[config.mk]
export PLATFORM = sky130hd
export DESIGN_NAME = imem_program_loader_flat
export DESIGN_NICKNAME = d
export VERILOG_FILES = /design/src/rtl/imem_program_loader_if.sv /design/src/rtl/imem_program_loader.sv /design/src/flat_wrapper.sv
export SDC_FILE = /design/constraint.sdc
export NUM_CORES = 1
export LEC_CHECK = 0
export ABC_AREA = 1
export BUFFER_PORTS_ARGS = -buffer_cell sky130_fd_sc_hd__buf_2
export CAP_MARGIN = 30
export CORE_UTILIZATION = 31
export CTS_CLUSTER_SIZE = 8
export DETAILED_ROUTE_END_ITERATION = 16
export SLEW_MARGIN = 25
export SYNTH_ARGS = -nofsm -noshare
export SYNTH_HDL_FRONTEND = slang
export SYNTH_SLANG_ARGS = --single-unit
[constraint.sdc]
create_clock -name clk -period 1.65 [get_ports clk]
set_input_delay 0.495 -clock clk [delete_from_list [all_inputs] [get_ports clk]]
set_output_delay 0.495 -clock clk [all_outputs]
set_load 0.02 [all_outputs]
[src/rtl/imem_program_loader_if.sv]
// Byte-stream and instruction-memory write signals of the program loader.
// master = loader side, slave = byte source / memory side.
interface imem_program_loader_if #(
    parameter int ADDR_W = 4,
    parameter int DATA_W = 32
);
    logic [7:0]        byte_in;
    logic              byte_valid;
    logic              byte_ready;
    logic              mem_we;
    logic [ADDR_W-1:0] mem_addr;
    logic [DATA_W-1:0] mem_wdata;

    modport master (
        input  byte_in, byte_valid,
        output byte_ready, mem_we, mem_addr, mem_wdata
    );

    modport slave (
        output byte_in, byte_valid,
        input  byte_ready, mem_we, mem_addr, mem_wdata
    );
endinterface

[src/rtl/imem_program_loader.sv]
// Loads big-endian 32-bit instructions from a byte stream into consecutive
// instruction-memory words from address 0, stalling fetch for the whole load.
module imem_program_loader #(
    parameter int ADDR_W = 4,
    parameter int DATA_W = 32
) (
    input  logic                  clk,
    input  logic                  reset,
    input  logic                  start,
    input  logic [ADDR_W:0]       word_count,
    imem_program_loader_if.master bus,
    output logic                  fetch_hold,
    output logic                  busy,
    output logic                  done
);
    typedef enum logic [1:0] {IDLE, COLLECT, WRITE, FINISH} state_t;

    localparam logic [ADDR_W:0] MAX_WORDS = {1'b1, {ADDR_W{1'b0}}};

    state_t            state;
    logic [ADDR_W:0]   n_words;
    logic [ADDR_W-1:0] word_idx;
    logic [1:0]        byte_cnt;
    // Holds the first three bytes; the fourth goes straight into mem_wdata so
    // mem_wdata keeps the last written word while the next one is assembled.
    logic [DATA_W-9:0] asm_bytes;

    always_ff @(posedge clk) begin
        if (reset) begin
            state          <= IDLE;
            n_words        <= '0;
            word_idx       <= '0;
            byte_cnt       <= '0;
            asm_bytes      <= '0;
            bus.byte_ready <= 1'b0;
            bus.mem_we     <= 1'b0;
            bus.mem_addr   <= '0;
            bus.mem_wdata  <= '0;
            fetch_hold     <= 1'b0;
            busy           <= 1'b0;
            done           <= 1'b0;
        end else begin
            case (state)
                IDLE: begin
                    if (start) begin
                        n_words    <= (word_count > MAX_WORDS) ? MAX_WORDS : word_count;
                        word_idx   <= '0;
                        byte_cnt   <= '0;
                        fetch_hold <= 1'b1;
                        busy       <= 1'b1;
                        if (word_count == '0) begin
                            state <= FINISH;
                            done  <= 1'b1;
                        end else begin
                            state          <= COLLECT;
                            bus.byte_ready <= 1'b1;
                        end
                    end
                end
                COLLECT: begin
                    if (bus.byte_valid && bus.byte_ready) begin
                        byte_cnt <= byte_cnt + 1'b1;
                        if (byte_cnt == 2'd3) begin
                            state          <= WRITE;
                            bus.byte_ready <= 1'b0;
                            bus.mem_we     <= 1'b1;
                            bus.mem_addr   <= word_idx;
                            bus.mem_wdata  <= {asm_bytes, bus.byte_in};
                        end else begin
                            asm_bytes <= {asm_bytes[DATA_W-17:0], bus.byte_in};
                        end
                    end
                end
                WRITE: begin
                    bus.mem_we <= 1'b0;
                    if ({1'b0, word_idx} == n_words - 1'b1) begin
                        state <= FINISH;
                        done  <= 1'b1;
                    end else begin
                        state          <= COLLECT;
                        word_idx       <= word_idx + 1'b1;
                        byte_cnt       <= '0;
                        bus.byte_ready <= 1'b1;
                    end
                end
                FINISH: begin
                    state      <= IDLE;
                    done       <= 1'b0;
                    busy       <= 1'b0;
                    fetch_hold <= 1'b0;
                end
                default: state <= IDLE;
            endcase
        end
    end
endmodule

[src/flat_wrapper.sv]
// flat-port wrapper written by rule: the top's interface ports become plain ports
module imem_program_loader_flat 
#(
    parameter int ADDR_W = 4,
    parameter int DATA_W = 32
)
  (clk, reset, start, word_count, fetch_hold, busy, done, bus_byte_in, bus_byte_valid, bus_byte_ready, bus_mem_we, bus_mem_addr, bus_mem_wdata);
  imem_program_loader_if #(.ADDR_W(ADDR_W), .DATA_W(DATA_W)) bus_i ();
  input  logic clk;
  input  logic reset;
  input  logic start;
  input  logic [ADDR_W:0] word_count;
  output logic fetch_hold;
  output logic busy;
  output logic done;
  input wire logic [$bits(bus_i.byte_in)-1:0] bus_byte_in;
  input wire logic [$bits(bus_i.byte_valid)-1:0] bus_byte_valid;
  output wire logic [$bits(bus_i.byte_ready)-1:0] bus_byte_ready;
  output wire logic [$bits(bus_i.mem_we)-1:0] bus_mem_we;
  output wire logic [$bits(bus_i.mem_addr)-1:0] bus_mem_addr;
  output wire logic [$bits(bus_i.mem_wdata)-1:0] bus_mem_wdata;
  assign bus_i.byte_in = bus_byte_in;
  assign bus_i.byte_valid = bus_byte_valid;
  assign bus_byte_ready = bus_i.byte_ready;
  assign bus_mem_we = bus_i.mem_we;
  assign bus_mem_addr = bus_i.mem_addr;
  assign bus_mem_wdata = bus_i.mem_wdata;
  imem_program_loader #(.ADDR_W(ADDR_W), .DATA_W(DATA_W)) u_core (.clk(clk), .reset(reset), .start(start), .word_count(word_count), .bus(bus_i), .fetch_hold(fetch_hold), .busy(busy), .done(done));
endmodule
==> results.txt <==
----------------------------------------------------
[Status]
  Run status ... finished, final reports clean

[Timing]
  Setup violations, final ... 0
  Headroom to the max-slew limit ... 73.4%
  Max Clk Rate ... 647 MHz
  Minimum clock period ... 1.55 ns
  Unrepaired setup endpoints after global routing ... true
  Final hold violation count ... 0
  Setup skew after layout ... 0.0121 ns
  Crit share post-route ... 93.7%
  Worst-Margin Slew ... 0.399 ns
  Number of max-slew violations in the final report ... 0
  Worst slack on hold paths ... 0.386 ns

[Floorplanning]
  Die H ... 102 um
  Die area ... 10400 sq um
  Initial core utilization ... 31.9%
  Number of top-level pins ... 58
  Site row count ... 36
  Die width ... 102 um
  Placeable core area ... 9730 sq um

[Setup path]
  Data required time of the critical path ... 1.92 ns
  Cell type of the slowest stage on the worst timing path ... sky130_fd_sc_hd__dfxtp_2
  Kind of launch point of the worst setup path ... flop
  Start-to-end type of the worst setup path ... flop to flop
  Worst R2R Start ... u_core.n_words[1]
  Setup slack on the worst flop-to-flop path ... 0.10 ns
  Worst setup startpoint ... u_core.n_words[1]
  Length in cells of the worst reg-to-reg path ... 12
  Buffers plus inverters on the worst setup path ... 3
  CP most frequent cell ... sky130_fd_sc_hd__nand2_2
  Crit. End Element ... flop
  Arrival time reported for the critical path endpoint ... 1.82 ns
  Sequence of cells on the critical path ... inv_2 -> ha_4 -> nand2_2 -> inv_1 -> nor2_1 -> nand3_1 -> nor2_2 -> nand2_1 -> nand2_2 -> buf_4 -> o21ai_0 -> a21oi_1
  CP top delay family ... simple AND/OR/NAND/NOR gates
  R2R Path End ... u_core.done
  Largest fanout of any net on the critical path ... 3
  CP max stage delay ... 0.34 ns

[Power and ir drop]
  Gate power share ... 9.5%
  Internal ... 0.00265 W
  Net switching share of the total power ... 27.0%
  Clock network power share ... 36.3%
  Static leakage ... 1.85 nW
  Flop pwr share ... 54.2%
  Power density normalized to cell area ... 966 nW/um^2
  Sw Pwr ... 0.000977 W
  Peak supply drop ... 0.433 mV

[Clock network]
  Maximum buffer depth of the clock tree ... 2
  Clock network latency to the later pin of the worst-skew pair ... 0.35 ns
  # Post-CTS Setup Buffers ... 0
  Clock transition time at the flip-flop clock pins of the worst setup and hold paths ... 0.09 ns
  Number of buffers inserted by hold repair at cts ... 0
  Sinks on the clock net ... 77
  TritonCTS clock tree ... built
  Clock root cell ... sky130_fd_sc_hd__clkbuf_8
  CTS HTree Levels ... 3
  TritonCTS Buffers ... 9

[Finish]
  Antenna diode count ... 0
  Number of nets at the end of the flow ... 484
  Count of non-filler cells in the finished layout ... 602
  Layout cells sized above 1 ... 24.5%
  Utilization after layout ... 38.6%
  Filler instances ... 1053
  Signed area change from the synthesized netlist to the final layout ... 20.8%

[Placed design]
  IO buf count ... 57
  Sum of net half-perimeters after detailed placement ... 4960 um
  Instance count after placement with tap cells included ... 586
  Final weighted congestion in routability-driven placement ... 0.814

[Logic synthesis]
  Post-synthesis instance total ... 403
  Multiplexer share of the synthesized area ... 0%
  Synth Net Count ... 423
  Xor/xnor cell area share of the yosys netlist ... 0.564%
  Share of synthesized area occupied by flip-flops and latches ... 49.6%
  Dominant combinational cell family by area after synthesis ... simple AND/OR/NAND/NOR gates
  Average footprint of a synthesized cell ... 7.71 sq um
  Post-Syn Area ... 3110 sq um
  Fraction of the mapped netlist area in simple logic gates ... 26.0%
  Number of warning messages in the yosys log ... 0
  Compound-gate portion of the synthesized area ... 14.5%
  Register bit count reported by yosys ... 77
  Number of distinct library cells after synthesis ... 28
  Adder-Cell Fraction of Synth Area ... 1.21%

[Route]
  Via-per-instance ratio ... 4.65
  Vias ... 2802
  Post-route ant nets ... 0
  Average wire per cell in the routed design ... 12.1 um
  Number of design rule violations left after detail routing ... 0
  DRT Pass-1 Iters ... 4
  Final wirelength ... 7290 um
  Iteration-0 DRC Markers ... 87

[GRT]
  Antenna violations before repair ... 0
  Total Routing Usage GR ... 14.9%
  Remaining Overflow, GRT ... 0
  Pin count of the biggest net entering global routing ... 63
  Wire length of the first global-routing pass ... 12200 um
  Via count of the first global-routing pass ... 2700

[Hold path]
  Startpoint of the tightest hold check path ... bus_byte_in[6]
  Class of the worst hold path ... input port to flop
  Min-Delay Endpoint ... u_core.bus.mem_wdata[6]
  Worst Hold Depth ... 3

[Flow run]
  Number of maximum-capacitance violations ... 0

----------------------------------------------------
## area by class of cell
class | instances | area [sq um] | area share (%)
flip-flops and latches | 77 | 1550 | 41.2
multi-input cells | 282 | 1350 | 36.1
repair buffers | 69 | 404 | 10.8
well taps | 133 | 166 | 4.44
clock buffers | 11 | 141 | 3.77
inverters | 25 | 98.8 | 2.64
clock inverters | 5 | 42.5 | 1.13
## cell usage after synthesis (all sizes together)
cell type,instances,area [sq um]
nor2,139,584
dfxtp,77,1540
o21ai,70,350
nand2,31,116
inv,24,95.1
a21oi,14,77.6
buf,14,133
nand3,11,55.1
nand4,6,37.5
clkbuf,5,18.8
ha,3,37.5
nor3,3,15.0
a211oi,1,7.51
a22oi,1,7.51
clkinv,1,3.75
o211ai,1,7.51
xnor2,1,8.76
xor2,1,8.76
## state kept, by name, summed over array words and instances (netlist names)
name	cells
u_core.bus.mem_wdata	32
u_core.asm_bytes	24
u_core.n_words	5
u_core.bus.mem_addr	4
u_core.word_idx	4
u_core.byte_cnt	2
u_core.state	2
u_core.bus.byte_ready	1
u_core.bus.mem_we	1
u_core.done	1
u_core.fetch_hold	1
## per-stage QoR
stage                     setup TNS (ns)  instance area, sq um  power (W)  setup WS (ns)
after floorplan                        0                  3110    0.00222         0.0295
after global placement                 0                  3520    0.00232         0.0468
after detailed placement         -0.0200                  3520    0.00233        -0.0200
after CTS                              0                  3710    0.00365       0.000678
after global routing             -0.0717                  3750    0.00380        -0.0211
final                                  0                  3750    0.00362          0.104
## logic make-up after synthesis
| group | after synthesis |
|---|---|
| simple gates | 190 |
| xor+xnor | 2 |
| buf+inv | 44 |
| fa+ha+maj | 3 |
| compound gates | 87 |
| flops | 77 |
## worst register-to-register path, stage by stage, from the launching register on
cell	delay, ns
sky130_fd_sc_hd__dfxtp_2	0.34
sky130_fd_sc_hd__inv_2	0.05
sky130_fd_sc_hd__ha_4	0.24
sky130_fd_sc_hd__nand2_2	0.06
sky130_fd_sc_hd__inv_1	0.04
sky130_fd_sc_hd__nor2_1	0.09
sky130_fd_sc_hd__nand3_1	0.08
sky130_fd_sc_hd__nor2_2	0.11
sky130_fd_sc_hd__nand2_1	0.07
sky130_fd_sc_hd__nand2_2	0.09
sky130_fd_sc_hd__buf_4	0.11
sky130_fd_sc_hd__o21ai_0	0.06
sky130_fd_sc_hd__a21oi_1	0.14
## repair_timing
| action | 4_1_cts | 5_1_grt |
|---|---|---|
| endpoints found under the setup margin | 3 | 13 |
| resized for setup | 2 | 15 |
| pin swaps | 1 | 7 |
## per-layer routing
layer  track usage, %  share of wire [%]
met5                0                  0
met1             17.8                 47
met3             4.04                5.7
met2             25.3                 46
met4             6.04                1.7
## layout by cell type (no fill, tap or decap), types with 2 or more instances in the layout
master,count
sky130_fd_sc_hd__a21oi_1,11
sky130_fd_sc_hd__a21oi_2,3
sky130_fd_sc_hd__buf_12,2
sky130_fd_sc_hd__buf_2,57
sky130_fd_sc_hd__buf_4,9
sky130_fd_sc_hd__clkbuf_8,10
sky130_fd_sc_hd__clkinv_4,2
sky130_fd_sc_hd__dfxtp_1,74
sky130_fd_sc_hd__dfxtp_2,3
sky130_fd_sc_hd__ha_1,2
sky130_fd_sc_hd__inv_1,17
sky130_fd_sc_hd__inv_2,5
sky130_fd_sc_hd__inv_4,2
sky130_fd_sc_hd__inv_6,2
sky130_fd_sc_hd__nand2_1,28
sky130_fd_sc_hd__nand2_2,3
sky130_fd_sc_hd__nand3_1,9
sky130_fd_sc_hd__nand3_2,2
sky130_fd_sc_hd__nand4_1,6
sky130_fd_sc_hd__nor2_1,127
sky130_fd_sc_hd__nor2_2,8
sky130_fd_sc_hd__nor2_4,2
sky130_fd_sc_hd__nor2_8,2
sky130_fd_sc_hd__nor3_1,3
sky130_fd_sc_hd__o21ai_0,61
sky130_fd_sc_hd__o21ai_1,9
## how the worst max path moves through the flow
stage	end	slack, ns	cells past startpoint
global route	u_core.done	-0.02	12
floorplan	u_core.word_idx[1]	0.03	12
CTS	u_core.word_idx[3]	0.0007	12
global placement	u_core.bus.mem_wdata[9]	0.05	8
finish	u_core.done	0.10	12
detailed placement	u_core.word_idx[1]	-0.02	12
## power by group through the flow
stage / logic [W] / registers (W) / clock network, W
6_report: 0.000343 / 0.00196 / 0.00132
5_1_grt: 0.000388 / 0.00197 / 0.00144
4_1_cts: 0.000328 / 0.00196 / 0.00136
3_5_place_dp: 0.000325 / 0.00200 / 0
3_3_place_gp: 0.000319 / 0.00200 / 0
2_1_floorplan: 0.000215 / 0.00200 / 0
(Power assumes the default switching activity.)
